===== src/rtl/serial_arith_pkg.sv =====
// Shared types and constants for the bit-serial adder/subtractor.
package serial_arith_pkg;

  typedef enum logic [1:0] {
    IDLE  = 2'd0,
    SHIFT = 2'd1,
    DONE  = 2'd2
  } state_t;

  localparam logic MODE_ADD = 1'b0;
  localparam logic MODE_SUB = 1'b1;

  // Bit-counter width for a given operand width; never narrower than one bit.
  function automatic int cnt_w(input int width);
    return (width > 1) ? $clog2(width) : 1;
  endfunction

endpackage


===== src/rtl/add_sub_cell.sv =====
// One-bit full-adder / full-subtractor cell; cy is carry (add) or borrow (sub).
module add_sub_cell
  import serial_arith_pkg::*;
(
  input  logic ai,
  input  logic bi,
  input  logic cin,
  input  logic sub,
  output logic y,
  output logic cy
);

  logic w_x;

  assign w_x = ai ^ bi;
  assign y   = w_x ^ cin;
  assign cy  = (sub == MODE_SUB) ? ((~ai & bi) | (~w_x & cin))
                                 : ((ai & bi) | (w_x & cin));

endmodule


===== src/rtl/serial_adder_subtractor.sv =====
// Bit-serial WIDTH-bit adder/subtractor: one bit per clock through a single
// add_sub_cell, sequenced by an IDLE/SHIFT/DONE handshake FSM.
module serial_adder_subtractor
  import serial_arith_pkg::*;
#(
  parameter int WIDTH = 8
) (
  input  logic             clk,
  input  logic             rst,
  input  logic             start,
  input  logic [WIDTH-1:0] a,
  input  logic [WIDTH-1:0] b,
  input  logic             sub,
  output logic             busy,
  output logic             done,
  output logic [WIDTH-1:0] result,
  output logic             cout,
  output logic             ovf
);

  localparam int                CNT_W = cnt_w(WIDTH);
  localparam logic [CNT_W-1:0]  LAST  = CNT_W'(WIDTH - 1);

  state_t             r_state;
  state_t             w_state_nxt;
  logic [CNT_W-1:0]   r_cnt;
  logic [WIDTH-1:0]   r_a;
  logic [WIDTH-1:0]   r_b;
  logic [WIDTH-1:0]   r_acc;
  logic [WIDTH-1:0]   r_result;
  logic               r_sub;
  logic               r_c;
  logic               r_cout;
  logic               r_ovf;
  logic               r_a_msb;
  logic               r_b_msb;

  logic               w_y;
  logic               w_cy;
  logic               w_accept;
  logic               w_last;
  logic               w_ovf;
  logic [WIDTH-1:0]   w_acc_nxt;

  add_sub_cell u_cell (
    .ai  (r_a[0]),
    .bi  (r_b[0]),
    .cin (r_c),
    .sub (r_sub),
    .y   (w_y),
    .cy  (w_cy)
  );

  assign w_accept  = start && ((r_state == IDLE) || (r_state == DONE));
  assign w_last    = (r_state == SHIFT) && (r_cnt == LAST);
  assign w_acc_nxt = {w_y, r_acc[WIDTH-1:1]};
  // Overflow uses the MSBs captured at start, since r_a/r_b have shifted away.
  assign w_ovf     = (r_sub == MODE_SUB)
                   ? ((r_a_msb != r_b_msb) && (w_y != r_a_msb))
                   : ((r_a_msb == r_b_msb) && (w_y != r_a_msb));

  always_ff @(posedge clk or posedge rst) begin
    if (rst) r_state <= IDLE;
    else     r_state <= w_state_nxt;
  end

  always_comb begin
    w_state_nxt = r_state;
    case (r_state)
      IDLE:    if (start) w_state_nxt = SHIFT;
      SHIFT:   if (r_cnt == LAST) w_state_nxt = DONE;
      DONE:    w_state_nxt = start ? SHIFT : IDLE;
      default: w_state_nxt = IDLE;
    endcase
  end

  always_ff @(posedge clk or posedge rst) begin
    if (rst) begin
      r_cnt    <= '0;
      r_a      <= '0;
      r_b      <= '0;
      r_acc    <= '0;
      r_sub    <= 1'b0;
      r_c      <= 1'b0;
      r_a_msb  <= 1'b0;
      r_b_msb  <= 1'b0;
      r_result <= '0;
      r_cout   <= 1'b0;
      r_ovf    <= 1'b0;
    end else if (w_accept) begin
      r_cnt    <= '0;
      r_a      <= a;
      r_b      <= b;
      r_sub    <= sub;
      r_c      <= 1'b0;
      r_a_msb  <= a[WIDTH-1];
      r_b_msb  <= b[WIDTH-1];
    end else if (r_state == SHIFT) begin
      r_cnt    <= r_cnt + 1'b1;
      r_a      <= r_a >> 1;
      r_b      <= r_b >> 1;
      r_acc    <= w_acc_nxt;
      r_c      <= w_cy;
      if (w_last) begin
        r_result <= w_acc_nxt;
        r_cout   <= w_cy;
        r_ovf    <= w_ovf;
      end
    end
  end

  assign busy   = (r_state == SHIFT);
  assign done   = (r_state == DONE);
  assign result = r_result;
  assign cout   = r_cout;
  assign ovf    = r_ovf;

endmodule


===== config.mk =====
export PLATFORM = sky130hd
export DESIGN_NAME = serial_adder_subtractor
export DESIGN_NICKNAME = d
export VERILOG_FILES = /design/src/rtl/serial_arith_pkg.sv /design/src/rtl/add_sub_cell.sv /design/src/rtl/serial_adder_subtractor.sv
export SDC_FILE = /design/constraint.sdc
export NUM_CORES = 1
export LEC_CHECK = 0
export ABC_AREA = 1
export ABC_CLOCK_PERIOD_IN_PS = 4000
export CAP_MARGIN = 20
export CELL_PAD_IN_SITES_DETAIL_PLACEMENT = 0
export CELL_PAD_IN_SITES_GLOBAL_PLACEMENT = 1
export CORE_UTILIZATION = 40
export CTS_BUF_LIST = sky130_fd_sc_hd__clkbuf_4 sky130_fd_sc_hd__clkbuf_8 sky130_fd_sc_hd__clkbuf_16
export DETAILED_ROUTE_END_ITERATION = 8
export DONT_BUFFER_PORTS = 1
export GPL_TIMING_DRIVEN = 0
export HOLD_SLACK_MARGIN = 0.12
export PLACE_DENSITY = 0.66
export REMOVE_ABC_BUFFERS = 1
export SYNTH_ARGS = -nofsm -noshare
export SYNTH_HDL_FRONTEND = slang
export SYNTH_HIERARCHICAL = 1
export SYNTH_SLANG_ARGS = --single-unit

===== constraint.sdc =====
create_clock -name clk -period 4 [get_ports clk]
set_clock_uncertainty 0.05 [all_clocks]
set_input_delay 0.6 -clock clk [delete_from_list [all_inputs] [get_ports clk]]
set_output_delay 0.6 -clock clk [all_outputs]
set_load 0.05 [all_outputs]

==> impl_results.md <==
- Status: finished clean
- Gpl congestion: 0.703
- Post-synthesis register bit count: 42
- Simple logic cell fraction of the synthesized area: 22.9%
- IO Pins: 32
- Routed vias: 1316
- Antenna cell count: 0
- Max Root-Sink Buffers: 2
- CTS H-tree depth: 2
- Setup Buffers After CTS: 0
- Startpoint types: flip-flop
- Synth top area share: 56.8%
- Sequential share of the synthesized area: 56.8%
- Setup Crit Path Kind: flip-flop to primary output
- Post-route DRC: 0
- Critical Path AT: 1.58 ns
- Synth Area in Compound Gates: 7.64%
- Layout cells sized above 1: 6.33%
- DIE WIDTH: 70.0 µm
- Switching Share: 44.4%
- Core area: between 4000 and 5000 µm²
- Leak: 1.05 nW
- Headroom to the max-slew limit: 33.2%
- Internal: 0.000986 W
- Largest cells by area after synthesis: dfrtp_1 57%, nand2_1 16%, o21ai_0 7.0%, inv_1 6.7%, nand3_1 4.1%
- DP Wirelength: 2250 µm
- Critical-path top delay cell: inv_1
- Final Hold Viols: 0
- Post-CTS Hold Buffers: 0
- CP cell instances: inv_1 -> nand2_2 -> inv_1
- Tightest Pin Transition: 0.999 ns
- Peak supply drop: around 280 µV
- Mux cell area share after synthesis: 0%
- Sequential power share: ~50%
- CP required: 3.35 ns
- Initial Utilization: a little over two fifths
- F_max: 448 MHz
- Final period utilization: 55.8%
- HP Class: primary input to asynchronous set/reset pin
- WL/cell: approximately 12 µm
- Initial antenna violation count: 0
- CTS sink cnt: 42
- Area Growth Syn to Fin: 7.09%
- Vias in the first global route: ~1200
- CTS Buf Count: 5
- Max incr delay on CP: 0.61 ns
- Initial DRC Count: 60
- P_sw: 0.000788 W
- Final worst slack: 1.77 ns
- First-pass GRT wire length: roughly 5800 µm
- Post-CTS Resized: 0
- Leading area contributor after synthesis: dfrtp_1
- Ys Warns: 6
- Row Count: 24
- Pre-CTS setup slack: 2.05 ns
- Root buf cell: clkbuf_8
- Cell Area, Synth: 1850 µm²
- Die Area: 4910 µm²
- Max-slew violation count: 0
- Post-route setup TNS: 0 ns
- TritonCTS clock tree: yes
- Total global-route track usage: around 15%
- RR Startpoint: r_state[0]
- Synth unique cells: 17
- Die height: 70.0 µm
- Worst-path clk slew: 0.08 ns
- Synth Area in XOR/XNOR: 0%
- Final Routed Wirelength: 3350 µm
- Final setup vio count: 0
- Drt via density: about 4.8
- Max-cap viol count: 0
- Synth Area in Adders: under 10%
- Tmin final: around 2.2 ns
- Critical path peak fanout: 19
- Largest net degree at the start of global routing: 43
- Unrepaired setup endpoints after global routing: no
- Total grt overflow: 0
- CP Capture Type: primary output
- Avg Inst Size Synth: 8.38 µm²
- Final net count: 244
- Clock Latency Late Sink: 0.29 ns
- PD cells: 894 nW/µm²
- CP startpoint: r_state[1]
- Final ANT Viol Nets: 0
- CP dominant cell by count: inv_1
- Comb pwr share: 31.4%
- Port bufs: 0
- Largest family of logic cells by synthesized area: simple AND/OR/NAND/NOR gates
- DRT Pass-1 Iters: 4
- Post-Syn Instances: between 200 and 250
- Clk pwr share: 18.2%
## per-layer routing
| layer | vias up | global-route usage, % | share of wire, % |
|---|---|---|---|
| met5 | - | 0 | 0 |
| met4 | 0 | 4.00 | 0.86 |
| met3 | 4 | 4.91 | 5.5 |
| met1 | 605 | 19.8 | 46 |
| met2 | 37 | 24.5 | 48 |
| li1 | 670 | - | - |
## Yosys cell counts
master	instances
or2_2	2
inv_2	1
nand3_1	15
nor2_1	7
buf_4	2
ha_1	2
inv_1	33
buf_2	4
o21ai_0	26
nor3_1	1
nand2_2	2
o22ai_1	1
nand2_1	78
clkbuf_1	2
fa_1	2
a21oi_1	1
dfrtp_1	42
## worst max-delay path, delay by kind of cell (launching register included)
kind	cells	cell delay (ns)
DFF	1	0.37
buffers and inverters	2	0.71
and+or+nand+nor	1	0.21
## flip-flops by register name, indices dropped and copies added, names as in the netlist, 2 cells and up
| name | count |
|---|---|
| r_b | 8 |
| result | 8 |
| r_acc | 7 |
| r_a | 8 |
| r_cnt | 3 |
| r_state | 2 |
## kinds of logic after synthesis
kind of cell             after synthesis
flip-flops                            42
buffers and inverters                 42
AO/OA/AOI/OAI                         28
adder cells (fa/ha/maj)                4
AND/OR/NAND/NOR                      105
## stage by stage
stage	util [%]	hold slack, ns	instances	total power (W)	cell area, µm²
6_report	44.9	0.315	273	0.00177	1980
3_3_place_gp	42.5	0.408	265	0.00144	1870
3_5_place_dp	42.5	0.417	265	0.00147	1870
5_1_grt	44.9	0.362	273	0.00194	1980
4_1_cts	44.9	0.344	273	0.00181	1980
2_1_floorplan	-	0.392	213	0.00132	1810
## final cells by class
cell class,count,area (µm²)
fillers,461,2430
clock inverters,3,40.0
multi-input cells,137,631
inverters,34,128
flip-flops and latches,42,1050
well taps,52,65.1
clock buffers,5,68.8
## placed cells by master (no fill, tap or decap), drive strengths merged
| cell | synthesis | layout |
|---|---|---|
| nand3 | 15 | 15 |
| or2 | 2 | 2 |
| o21ai | 26 | 26 |
| o22ai | 1 | 1 |
| nand2 | 80 | 80 |
| nor2 | 7 | 7 |
| bufinv | 0 | 1 |
| clkbuf | 2 | 5 |
| a21oi | 1 | 1 |
| nor3 | 1 | 1 |
| ha | 2 | 2 |
| dfrtp | 42 | 42 |
| clkinv | 0 | 2 |
| inv | 34 | 34 |
| fa | 2 | 2 |
## worst paths after layout
kind,depth (start not counted),slack (ns),end
setup / recovery,3,1.77,busy
hold / removal,1,0.31,r_a[4]
setup reg to reg,4,2.31,r_a[5]
hold reg to reg,1,0.43,r_cnt[0]
max in group asynchronous,1,3.04,cout
min in group clk,2,0.39,r_sub
## power groups by stage
stage	clock (W)	sequential, W	combinational (W)
6_report	0.000323	0.000893	0.000557
5_1_grt	0.000360	0.000921	0.000655
4_1_cts	0.000337	0.000894	0.000574
3_5_place_dp	0	0.000903	0.000570
3_3_place_gp	0	0.000894	0.000543
2_1_floorplan	0	0.000872	0.000448
Power figures use the tool's default switching activity.
